`config.mk`:
```
export PLATFORM = sky130hd
export DESIGN_NAME = food_place_ctrl_flat
export DESIGN_NICKNAME = d
export VERILOG_FILES = /design/src/rtl/food_place_ctrl_pkg.sv /design/src/rtl/food_place_ctrl_if.sv /design/src/rtl/food_sample_timer.sv /design/src/rtl/food_place_ctrl.sv /design/src/flat_wrapper.sv
export SDC_FILE = /design/constraint.sdc
export NUM_CORES = 1
export LEC_CHECK = 0
export CAP_MARGIN = 20
export CORE_MARGIN = 2
export CORE_UTILIZATION = 25
export CTS_CLUSTER_DIAMETER = 30
export DETAILED_ROUTE_END_ITERATION = 8
export GPL_TIMING_DRIVEN = 0
export HOLD_SLACK_MARGIN = 0.06
export PLACE_DENSITY = 0.54
export SLEW_MARGIN = 20
export SYNTH_ARGS = -nofsm -noshare
export SYNTH_HDL_FRONTEND = slang
export SYNTH_SLANG_ARGS = --single-unit
```
`constraint.sdc`:
```
create_clock -name clock_25 -period 2 [get_ports clock_25]
set_clock_uncertainty 0.15 [all_clocks]
set_input_delay 0.2 -clock clock_25 [delete_from_list [all_inputs] [get_ports clock_25]]
set_output_delay 0.2 -clock clock_25 [all_outputs]
set_load 0.1 [all_outputs]
```
`src/rtl/food_place_ctrl_pkg.sv`:
```
// Shared types and grid constants for the food placement controller.
// The grid defaults are also consumed by the render and snake-body blocks.
package food_place_ctrl_pkg;

    localparam int COORD_W    = 7;
    localparam int GRID_X_DEF = 40;
    localparam int GRID_Y_DEF = 30;

    typedef logic [COORD_W-1:0] coord_t;
    typedef logic [COORD_W:0]   coord_ext_t;

    typedef enum logic [2:0] {
        S_IDLE,
        S_GAP_X,
        S_GAP_Y,
        S_RANGE,
        S_QUERY,
        S_DONE,
        S_SCAN,
        S_FAIL
    } state_t;

endpackage

```
`src/rtl/food_place_ctrl_if.sv`:
```
// Occupancy query handshake between the food placer (master) and the
// snake-body lookup (slave).
interface food_place_ctrl_if;
    import food_place_ctrl_pkg::*;

    logic   occ_req;
    coord_t occ_x;
    coord_t occ_y;
    logic   occ_ack;
    logic   occ_hit;

    modport master (output occ_req, occ_x, occ_y, input occ_ack, occ_hit);
    modport slave  (input occ_req, occ_x, occ_y, output occ_ack, occ_hit);

endinterface

```
`src/rtl/food_sample_timer.sv`:
```
// Gap counter that spaces PRBS samples SAMPLE_GAP cycles apart and raises
// the X or Y capture strobe when the gap expires.
module food_sample_timer #(
    parameter int SAMPLE_GAP = 7
) (
    input  logic clock_25,
    input  logic reset,
    input  logic load,
    input  logic run,
    input  logic want_x,
    input  logic want_y,
    output logic cap_x,
    output logic cap_y
);

    localparam int            CW     = (SAMPLE_GAP < 2) ? 1 : $clog2(SAMPLE_GAP + 1);
    localparam logic [CW-1:0] GAP_LD = CW'(SAMPLE_GAP);

    logic [CW-1:0] gap_cnt;
    logic          tick;

    assign tick  = run && (gap_cnt == CW'(1));
    assign cap_x = tick && want_x;
    assign cap_y = tick && want_y;

    // The counter keeps running through the range check so a rejected pair
    // still yields samples exactly SAMPLE_GAP cycles apart.
    always_ff @(posedge clock_25) begin
        if (reset) begin
            gap_cnt <= GAP_LD;
        end else if (load || tick) begin
            gap_cnt <= GAP_LD;
        end else if (run) begin
            gap_cnt <= gap_cnt - CW'(1);
        end
    end

endmodule

```
`src/rtl/food_place_ctrl.sv`:
```
// Food placement controller: samples PRBS X/Y candidates, range-checks them and
// queries body occupancy until a free cell is found. FOOD_SCAN_FALLBACK_EN adds a row-major scan after MAX_TRIES.
module food_place_ctrl
    import food_place_ctrl_pkg::*;
#(
    parameter int GRID_X     = GRID_X_DEF,
    parameter int GRID_Y     = GRID_Y_DEF,
    parameter int SAMPLE_GAP = 7,
    parameter int MAX_TRIES  = 16
) (
    input  logic                     clock_25,
    input  logic                     reset,
    input  logic                     place_req,
    input  coord_t                   rnd,
    food_place_ctrl_if.master        occ,
    output coord_t                   food_x,
    output coord_t                   food_y,
    output logic                     food_valid,
    output logic                     place_done,
    output logic                     busy,
    output logic                     fail
);

    localparam int         TW    = $clog2(MAX_TRIES + 1);
    localparam coord_ext_t LIM_X = coord_ext_t'(GRID_X);
    localparam coord_ext_t LIM_Y = coord_ext_t'(GRID_Y);

    state_t        state;
    state_t        state_nx;
    logic          load;
    logic          run;
    logic          want_x;
    logic          want_y;
    logic          cap_x;
    logic          cap_y;
    logic          try_inc;
    coord_t        cand_x;
    coord_t        cand_y;
    logic [TW-1:0] try_cnt;
    logic          in_range;
    logic          last_try;
    logic          accept;
    logic          range_pass;
    logic          query_free;

`ifdef FOOD_SCAN_FALLBACK_EN
    localparam state_t EXHAUST_ST = S_SCAN;
    localparam coord_t LAST_X     = coord_t'(GRID_X - 1);
    localparam coord_t LAST_Y     = coord_t'(GRID_Y - 1);
    logic scan_mode;
    logic scan_last;
    assign scan_last = (occ.occ_x == LAST_X) && (occ.occ_y == LAST_Y);
`else
    localparam state_t EXHAUST_ST = S_FAIL;
`endif

    // Unsigned compare with no modulo folding keeps the distribution unbiased.
    assign in_range   = ({1'b0, cand_x} < LIM_X) && ({1'b0, cand_y} < LIM_Y);
    assign last_try   = (try_cnt + TW'(1)) == TW'(MAX_TRIES);
    assign run        = (state == S_GAP_X) || (state == S_GAP_Y) || (state == S_RANGE);
    assign want_x     = (state == S_GAP_X);
    assign want_y     = (state == S_GAP_Y);
    assign accept     = (state == S_IDLE) && place_req;
    assign range_pass = (state == S_RANGE) && in_range;
    assign query_free = (state == S_QUERY) && occ.occ_ack && !occ.occ_hit;

    assign occ.occ_req = (state == S_QUERY);
    assign place_done  = (state == S_DONE);
    assign busy        = (state != S_IDLE);

    food_sample_timer #(
        .SAMPLE_GAP (SAMPLE_GAP)
    ) u_timer (
        .clock_25 (clock_25),
        .reset    (reset),
        .load     (load),
        .run      (run),
        .want_x   (want_x),
        .want_y   (want_y),
        .cap_x    (cap_x),
        .cap_y    (cap_y)
    );

    always_ff @(posedge clock_25) begin
        if (reset) begin
            state <= S_IDLE;
        end else begin
            state <= state_nx;
        end
    end

    always_comb begin
        state_nx = state;
        load     = 1'b0;
        try_inc  = 1'b0;
        unique case (state)
            S_IDLE: begin
                if (place_req) begin
                    state_nx = S_GAP_X;
                    load     = 1'b1;
                end
            end
            S_GAP_X: if (cap_x) state_nx = S_GAP_Y;
            S_GAP_Y: if (cap_y) state_nx = S_RANGE;
            S_RANGE: begin
                if (in_range) begin
                    state_nx = S_QUERY;
                end else begin
                    try_inc  = 1'b1;
                    state_nx = last_try ? EXHAUST_ST : S_GAP_X;
                end
            end
            S_QUERY: begin
                if (occ.occ_ack) begin
                    if (!occ.occ_hit) begin
                        state_nx = S_DONE;
`ifdef FOOD_SCAN_FALLBACK_EN
                    end else if (scan_mode) begin
                        state_nx = scan_last ? S_FAIL : S_SCAN;
`endif
                    end else begin
                        try_inc  = 1'b1;
                        load     = 1'b1;
                        state_nx = last_try ? EXHAUST_ST : S_GAP_X;
                    end
                end
            end
            S_DONE: state_nx = S_IDLE;
            S_FAIL: state_nx = S_IDLE;
`ifdef FOOD_SCAN_FALLBACK_EN
            S_SCAN: state_nx = S_QUERY;
`endif
            default: state_nx = S_IDLE;
        endcase
    end

    always_ff @(posedge clock_25) begin
        if (reset) begin
            cand_x     <= '0;
            cand_y     <= '0;
            try_cnt    <= '0;
            occ.occ_x  <= '0;
            occ.occ_y  <= '0;
            food_x     <= '0;
            food_y     <= '0;
            food_valid <= 1'b0;
            fail       <= 1'b0;
`ifdef FOOD_SCAN_FALLBACK_EN
            scan_mode  <= 1'b0;
`endif
        end else begin
            if (accept) begin
                try_cnt    <= '0;
                food_valid <= 1'b0;
                fail       <= 1'b0;
`ifdef FOOD_SCAN_FALLBACK_EN
                scan_mode  <= 1'b0;
`endif
            end
            if (cap_x) cand_x <= rnd;
            if (cap_y) cand_y <= rnd;
            if (try_inc) try_cnt <= try_cnt + TW'(1);
            if (range_pass) begin
                occ.occ_x <= cand_x;
                occ.occ_y <= cand_y;
            end
            if (query_free) begin
                food_x <= occ.occ_x;
                food_y <= occ.occ_y;
            end
            if (state == S_DONE) food_valid <= 1'b1;
            if (state == S_FAIL) fail <= 1'b1;
`ifdef FOOD_SCAN_FALLBACK_EN
            // First SCAN visit starts at (0,0); later visits step row-major.
            if (state == S_SCAN) begin
                if (!scan_mode) begin
                    scan_mode <= 1'b1;
                    occ.occ_x <= '0;
                    occ.occ_y <= '0;
                end else if (occ.occ_x == LAST_X) begin
                    occ.occ_x <= '0;
                    occ.occ_y <= occ.occ_y + coord_t'(1);
                end else begin
                    occ.occ_x <= occ.occ_x + coord_t'(1);
                end
            end
`endif
        end
    end

endmodule
```
`src/flat_wrapper.sv`:
```
// flat-port wrapper written by rule: the top's interface ports become plain ports
module food_place_ctrl_flat import food_place_ctrl_pkg::*;
#(
    parameter int GRID_X     = GRID_X_DEF,
    parameter int GRID_Y     = GRID_Y_DEF,
    parameter int SAMPLE_GAP = 7,
    parameter int MAX_TRIES  = 16
)
  (clock_25, reset, place_req, rnd, food_x, food_y, food_valid, place_done, busy, fail, occ_occ_req, occ_occ_x, occ_occ_y, occ_occ_ack, occ_occ_hit);
  food_place_ctrl_if occ_i ();
  input  logic clock_25;
  input  logic reset;
  input  logic place_req;
  input  coord_t rnd;
  output coord_t food_x;
  output coord_t food_y;
  output logic food_valid;
  output logic place_done;
  output logic busy;
  output logic fail;
  output wire logic [$bits(occ_i.occ_req)-1:0] occ_occ_req;
  output wire logic [$bits(occ_i.occ_x)-1:0] occ_occ_x;
  output wire logic [$bits(occ_i.occ_y)-1:0] occ_occ_y;
  input wire logic [$bits(occ_i.occ_ack)-1:0] occ_occ_ack;
  input wire logic [$bits(occ_i.occ_hit)-1:0] occ_occ_hit;
  assign occ_occ_req = occ_i.occ_req;
  assign occ_occ_x = occ_i.occ_x;
  assign occ_occ_y = occ_i.occ_y;
  assign occ_i.occ_ack = occ_occ_ack;
  assign occ_i.occ_hit = occ_occ_hit;
  food_place_ctrl #(.GRID_X(GRID_X), .GRID_Y(GRID_Y), .SAMPLE_GAP(SAMPLE_GAP), .MAX_TRIES(MAX_TRIES)) u_core (.clock_25(clock_25), .reset(reset), .place_req(place_req), .rnd(rnd), .occ(occ_i), .food_x(food_x), .food_y(food_y), .food_valid(food_valid), .place_done(place_done), .busy(busy), .fail(fail));
endmodule
```
Word-level counts from Yosys, hierarchy flattened

Index checks and enable logic that the tools add are counted.

Flip-flop bits (word level): 55
Output and inout port bits: 33
Word-level logic and storage cells: 65

$add $sub $neg: 2
$lt $le $gt $ge: 2
Equality and inequality tests: 12
Muxes and demuxes: 19
Reductions and logical operators: 19

Operators by type and width:

| kind                | number |
|---|---|
| $mux 3              | 7 |
| $pmux 3 s5          | 1 |
| $mux 5              | 2 |
| $eq 3x3->1 const B  | 3 |
| $logic_and 1x1->1   | 8 |
| $lt 7x5->1 const B  | 1 |
| $lt 7x6->1 const B  | 1 |
| $mux 1              | 7 |
| $eq 3x1->1 const B  | 2 |
| $eq 3x2->1 const B  | 2 |
| $ne 2x1->1 const B  | 3 |
| $reduce_bool 2->1   | 3 |
| $add 5x1->5 const B | 1 |
| $eq 5x5->1 const B  | 1 |
| $pmux 1 s2          | 2 |
| $reduce_and 4->1    | 1 |
| $logic_not 3->1     | 1 |
| $logic_or 1x1->1    | 3 |
| $reduce_bool 3->1   | 1 |
| $sub 3x1->3 const B | 1 |
| $ne 2x2->1 const B  | 1 |
| $reduce_or 2->1     | 1 |
| $logic_not 1->1     | 1 |

Longest topological paths before layout

Depth in word-level cells: 7
Gate-level depth with buffers: 8
Gate-level depth less buffers: 7

Hierarchy

From an unflattened synthesis, not the netlist that was laid out.

Cell total of the unflattened synthesis: 245
Area, all modules: 2396.0 µm²

By module, submodules not included:

| module            | instances | cells an instance | area an instance (µm²) | seq. area each (µm²) |
|---|---|---|---|---|
| food_place_ctrl   | 1         | 223               | 2217.1                 | 1041.0 |
| food_sample_timer | 1         | 22                | 178.9                  | 60.1 |

Worst setup path after synthesis

OpenSTA, ideal clock, no wires.

Path type: register -> register
Start point: register u_core.state[0]
End point: register u_core.food_valid
Setup time: 76 ps
Data arrival time: 3075 ps
Required time: 1774 ps
Setup slack: -1300 ps
Cell stages (with the launch flop): 6
Buffers on the path: 1
Cell sequence: dfxtp_1 > buf_4 > inv_1 > nor3b_1 > a21oi_1 > nor2_1

Elaborated cells on any way between the ends: 5

RTL lines:

| item                                        | RTL line               | text |
|---|---|---|
| start: declaration                          | food_place_ctrl.sv:28  | `state_t state;` |
| start signal: assignment                    | food_place_ctrl.sv:88  | `state <= state_nx;` |
| $eq 3x3->1 *                                | n/a                    |  |
| named net place_done                        | flat_wrapper.sv:18     | `output logic place_done;` |
| $mux 1 or $reduce_bool 2->1 (tied branches) | n/a                    |  |
| end signal: assignment                      | food_place_ctrl.sv:146 | `food_valid <= 1'b0;` |
| end signal: assignment                      | food_place_ctrl.sv:154 | `food_valid <= 1'b0;` |
| end signal: assignment                      | food_place_ctrl.sv:171 | `if (state == S_DONE) food_valid <= 1'b1;` |
| end: declaration                            | food_place_ctrl.sv:18  | `output logic food_valid,` |

The timed path passes the listed nets; every way through them passes the cells marked *.
A chain may end at the register's enable or synchronous reset.

Worst setup path after layout

Start point: register u_core.occ.occ_y[2]
End point: output occ_occ_y[2]

RTL lines:

| item                     | RTL line                 | text |
|---|---|---|
| start: declaration       | food_place_ctrl_if.sv:12 | `modport master (output occ_req, occ_x, occ_y, input occ_ack, occ_hit);` |
| start signal: assignment | food_place_ctrl.sv:165   | `occ.occ_y <= cand_y;` |
| end: declaration         | flat_wrapper.sv:23       | `output wire logic [$bits(occ_i.occ_y)-1:0] occ_occ_y;` |

No word-level cell between the ends.

==> impl_metrics.json <==
{
  "worst_path_dominant_cell_family": "buffers and inverters",
  "slowest_delay_ns": 0.87,
  "grt_start_max_net_pins": 17,
  "max_slew_margin_pct": 33.4,
  "hold_path_class": "reg2reg",
  "first_pass_grt_wire_length_um": 9000,
  "grt_setup_unrepaired": "no",
  "layout-area-overhead-vs-synth_pct": 27.7,
  "detailedRoute.firstPassIterationCount": 4,
  "p_per_cell_area_nw_per_um2": 677,
  "finalNonFillerCells": 417,
  "max_cap_violations": 0,
  "wire_per_inst_um": 13.2,
  "combinationalPowerShare_pct": 9.8,
  "synth.cells.most_frequent": "sky130_fd_sc_hd__dfxtp_1, sky130_fd_sc_hd__nand2_1, sky130_fd_sc_hd__nor2_1, sky130_fd_sc_hd__mux2i_1, sky130_fd_sc_hd__a21oi_1",
  "final-setup-viol-count": 0,
  "yosysTopAreaCell": "sky130_fd_sc_hd__dfxtp_1",
  "dieArea_um2": 10200,
  "hold-worst-slack_ns": 0.306,
  "p_total_uw": 2030,
  "ir_drop_v": 0.000316,
  "dr_total_vias": 1867,
  "die_height_um": 101,
  "post_cts_hold_buffer_count": 0,
  "total_routed_length_um": 5490,
  "worstPathMaxFanout": 3,
  "root_buffer": "sky130_fd_sc_hd__clkbuf_8",
  "synth_edf_count": 0,
  "synth.yosys.seq_area_share_pct": 46.9,
  "timing.setup.critical_path_class": "reg2out",
  "sequentialPowerShare_pct": 54.8,
  "grt_use_total_pct": 11.3,
  "final_nets": 321,
  "slew_viol_final": 0,
  "post_synth_main_area_contributors": "sky130_fd_sc_hd__dfxtp_1, sky130_fd_sc_hd__mux2i_1, sky130_fd_sc_hd__nand2_1",
  "final_layout_size_suffix_gt1_share_pct": 11.8,
  "clock_tree.buffer_depth": 2,
  "worstPathCellList": "dlygate4sd2_1",
  "globalRoute.totalOverflow": 0,
  "synth_nets": 271,
  "initial_antenna_violation_count": 0,
  "cell_internal_pwr_uw": 1540,
  "slew_at_the_pin_closest_to_its_max_slew_limit_ns": 1.00,
  "synth.ff_latch_count": 55,
  "cts.htree.levels": 2,
  "detail_route.drc_violations": 0,
  "crit_arrival_ns": 1.56,
  "synth-async-reset-ratio_pct": 0,
  "num-fill-cells": 1008,
  "insertion_delay_ns": 0.30,
  "post-cts-setup-buffer-count": 0,
  "worst_setup_path_start_kind": "flip-flop",
  "synth_area_per_cell_um2": 9.18,
  "post_drt_via_cell_ratio": 4.48,
  "std_cell_rows": 35,
  "detailed_router_s_first_iteration_violation_count": 68,
  "share_of_total_power_in_the_clock_network_pct": 35.4,
  "post_synth_instance_area_um2": 2350,
  "power.switching_fraction_pct": 24.0,
  "cts-buffers-inserted": 5,
  "cp_num_buf_inv": 1,
  "fmaxAchievable_ghz": 0.522,
  "synth_flop_cell": "sky130_fd_sc_hd__dfxtp_1",
  "cts_sinks": 55,
  "p_leak_uw": 0.00143,
  "synth_largest_type_area_fraction_pct": 46.9,
  "place_inst": 410,
  "worst_setup_hold_path_clk_slew_ns": 0.09,
  "top_level_ports": 45,
  "final_util_pct": 32.6,
  "globalplace.congestion": 0.736,
  "critical_path_required_ns": 1.65,
  "first_global_vias": 1754,
  "chipWidth_um": 101,
  "post-dp-hpwl_um": 4200,
  "timing.final.hold_violations": 0,
  "floorplan.initialDensity_pct": 25.6,
  "diodes_inserted": 0,
  "finalCriticalPeriod_ns": 1.91,
  "postRouteAntennaNets": 0,
  "tritoncts": "done",
  "endpoint_kind": "output pin",
  "net-switching-power_uw": 488,
  "yosysWarnings": 0,
  "yosysMostFrequentCell": "sky130_fd_sc_hd__dfxtp_1",
  "synth_cell_type_count": 48,
  "crit_path_top_delay_cell": "sky130_fd_sc_hd__dlygate4sd2_1",
  "layout_worst_path_cycle_share_pct": 95.7,
  "syn_inst": 256,
  "core_area_um2": 9200,
  "run_status": "finished, final reports clean",
  "buffer_ports.inserted": 43
}
## area by class of cell
class	count	area, µm²	area share [%]
buffer	14	86.3	2.88
clock buffer	5	68.8	2.29
clock inverter	2	37.5	1.25
inverter	4	15.0	0.500
multi-input combinational	183	1170	39.0
sequential	55	1100	36.8
tap	111	139	4.63
timing repair buffer	43	380	12.7
## layout by cell type, fill, tap and decap left out, types with 2 or more instances in the layout
master and instances:
sky130_fd_sc_hd__clkbuf_8 5, sky130_fd_sc_hd__o31ai_1 2, sky130_fd_sc_hd__buf_4 3, sky130_fd_sc_hd__o21ai_0 6, sky130_fd_sc_hd__buf_6 3, sky130_fd_sc_hd__clkdlybuf4s50_1 10
sky130_fd_sc_hd__and3b_1 4, sky130_fd_sc_hd__nor3_2 2, sky130_fd_sc_hd__dlygate4sd2_1 30, sky130_fd_sc_hd__dfxtp_2 3, sky130_fd_sc_hd__dfxtp_1 52, sky130_fd_sc_hd__inv_1 4
sky130_fd_sc_hd__o22ai_1 2, sky130_fd_sc_hd__ha_1 3, sky130_fd_sc_hd__mux2i_1 26, sky130_fd_sc_hd__nor2_1 32, sky130_fd_sc_hd__nor3b_4 2, sky130_fd_sc_hd__a21oi_1 25
sky130_fd_sc_hd__clkbuf_1 5, sky130_fd_sc_hd__o21ai_1 2, sky130_fd_sc_hd__nor2b_1 3, sky130_fd_sc_hd__buf_2 4, sky130_fd_sc_hd__xnor2_1 2, sky130_fd_sc_hd__o21bai_1 3
sky130_fd_sc_hd__nor3_1 2, sky130_fd_sc_hd__nand3_1 4, sky130_fd_sc_hd__nand2_1 40
## routing by layer
layer,wire length (µm),vias to the layer above,part of all wire [%],GRT usage (%)
met5,0,-,0,0
met4,41,0,0.75,3.12
met3,165,4,3.0,2.57
met2,2610,24,48,18.7
met1,2670,866,49,14.9
li1,-,973,-,-
## timing repair
| item | CTS | global route |
|---|---|---|
| resized for setup | 44 | 4 |
| hold endpoints to repair | 0 | 0 |
| setup endpoints to repair | 33 | 4 |
## per-stage QoR
stage | TNS [ns] | area (µm²) | setup WS (ns)
after global placement | -0.750 | 2940 | -0.380
after detailed placement | -0.740 | 2940 | -0.375
after global routing | 0 | 3000 | 0.00865
after floorplan | -3.72 | 2370 | -0.299
final | 0 | 3000 | 0.0851
after CTS | 0 | 3000 | 0.0541
## worst paths after layout
path / slack [ns] / startpoint / depth (start not counted) / to
worst min register to register: 0.31 / u_core.food_x[3]$_SDFFE_PP0P_ / 2 / u_core.food_x[3]$_SDFFE_PP0P_
worst max-delay path: 0.09 / u_core.occ.occ_y[2]$_SDFFE_PP0P_ / 1 / occ_occ_y[2]
worst min-delay path: 0.31 / u_core.food_x[3]$_SDFFE_PP0P_ / 2 / u_core.food_x[3]$_SDFFE_PP0P_
worst max register to register: 0.12 / u_core.cand_x[3]$_SDFFE_PP0P_ / 5 / u_core.try_cnt[2]$_SDFFE_PP0P_
## state kept, by name, indices dropped and copies added (netlist names)
register / flops
u_core.food_y: 7
u_core.food_valid: 1
u_core.cand_y: 7
u_core.fail: 1
u_core.occ.occ_x: 7
u_core.cand_x: 7
u_core.occ.occ_y: 7
u_core.u_timer.gap_cnt: 3
u_core.food_x: 7
u_core.state: 3
u_core.try_cnt: 5
## kinds of logic after synthesis
kind of cell / share of synthesized area, %
DFF: 46.9
adders and majority gates: 1.60
xor gates and xnor gates: 1.12
buffers and inverters: 4.26
muxes: 11.1
and+or+nand+nor: 23.1
AOI/OAI and AO/OA: 12.0
## power groups by stage
stage | Sequential, µW | Clock, µW | Combinational [µW]
after floorplan | 1140 | 0 | 140
after global routing | 1110 | 777 | 222
after CTS | 1110 | 741 | 200
after detailed placement | 1140 | 0 | 200
after global placement | 1140 | 0 | 198
final | 1110 | 720 | 199
## tightest hold or removal path: cells and delay by family (launching register included)
kind / cells / cell delay (ns)
simple gates: 1 / 0.05
flops: 1 / 0.32
compound gates: 1 / 0.05
Power figures use the tool's default switching activity.
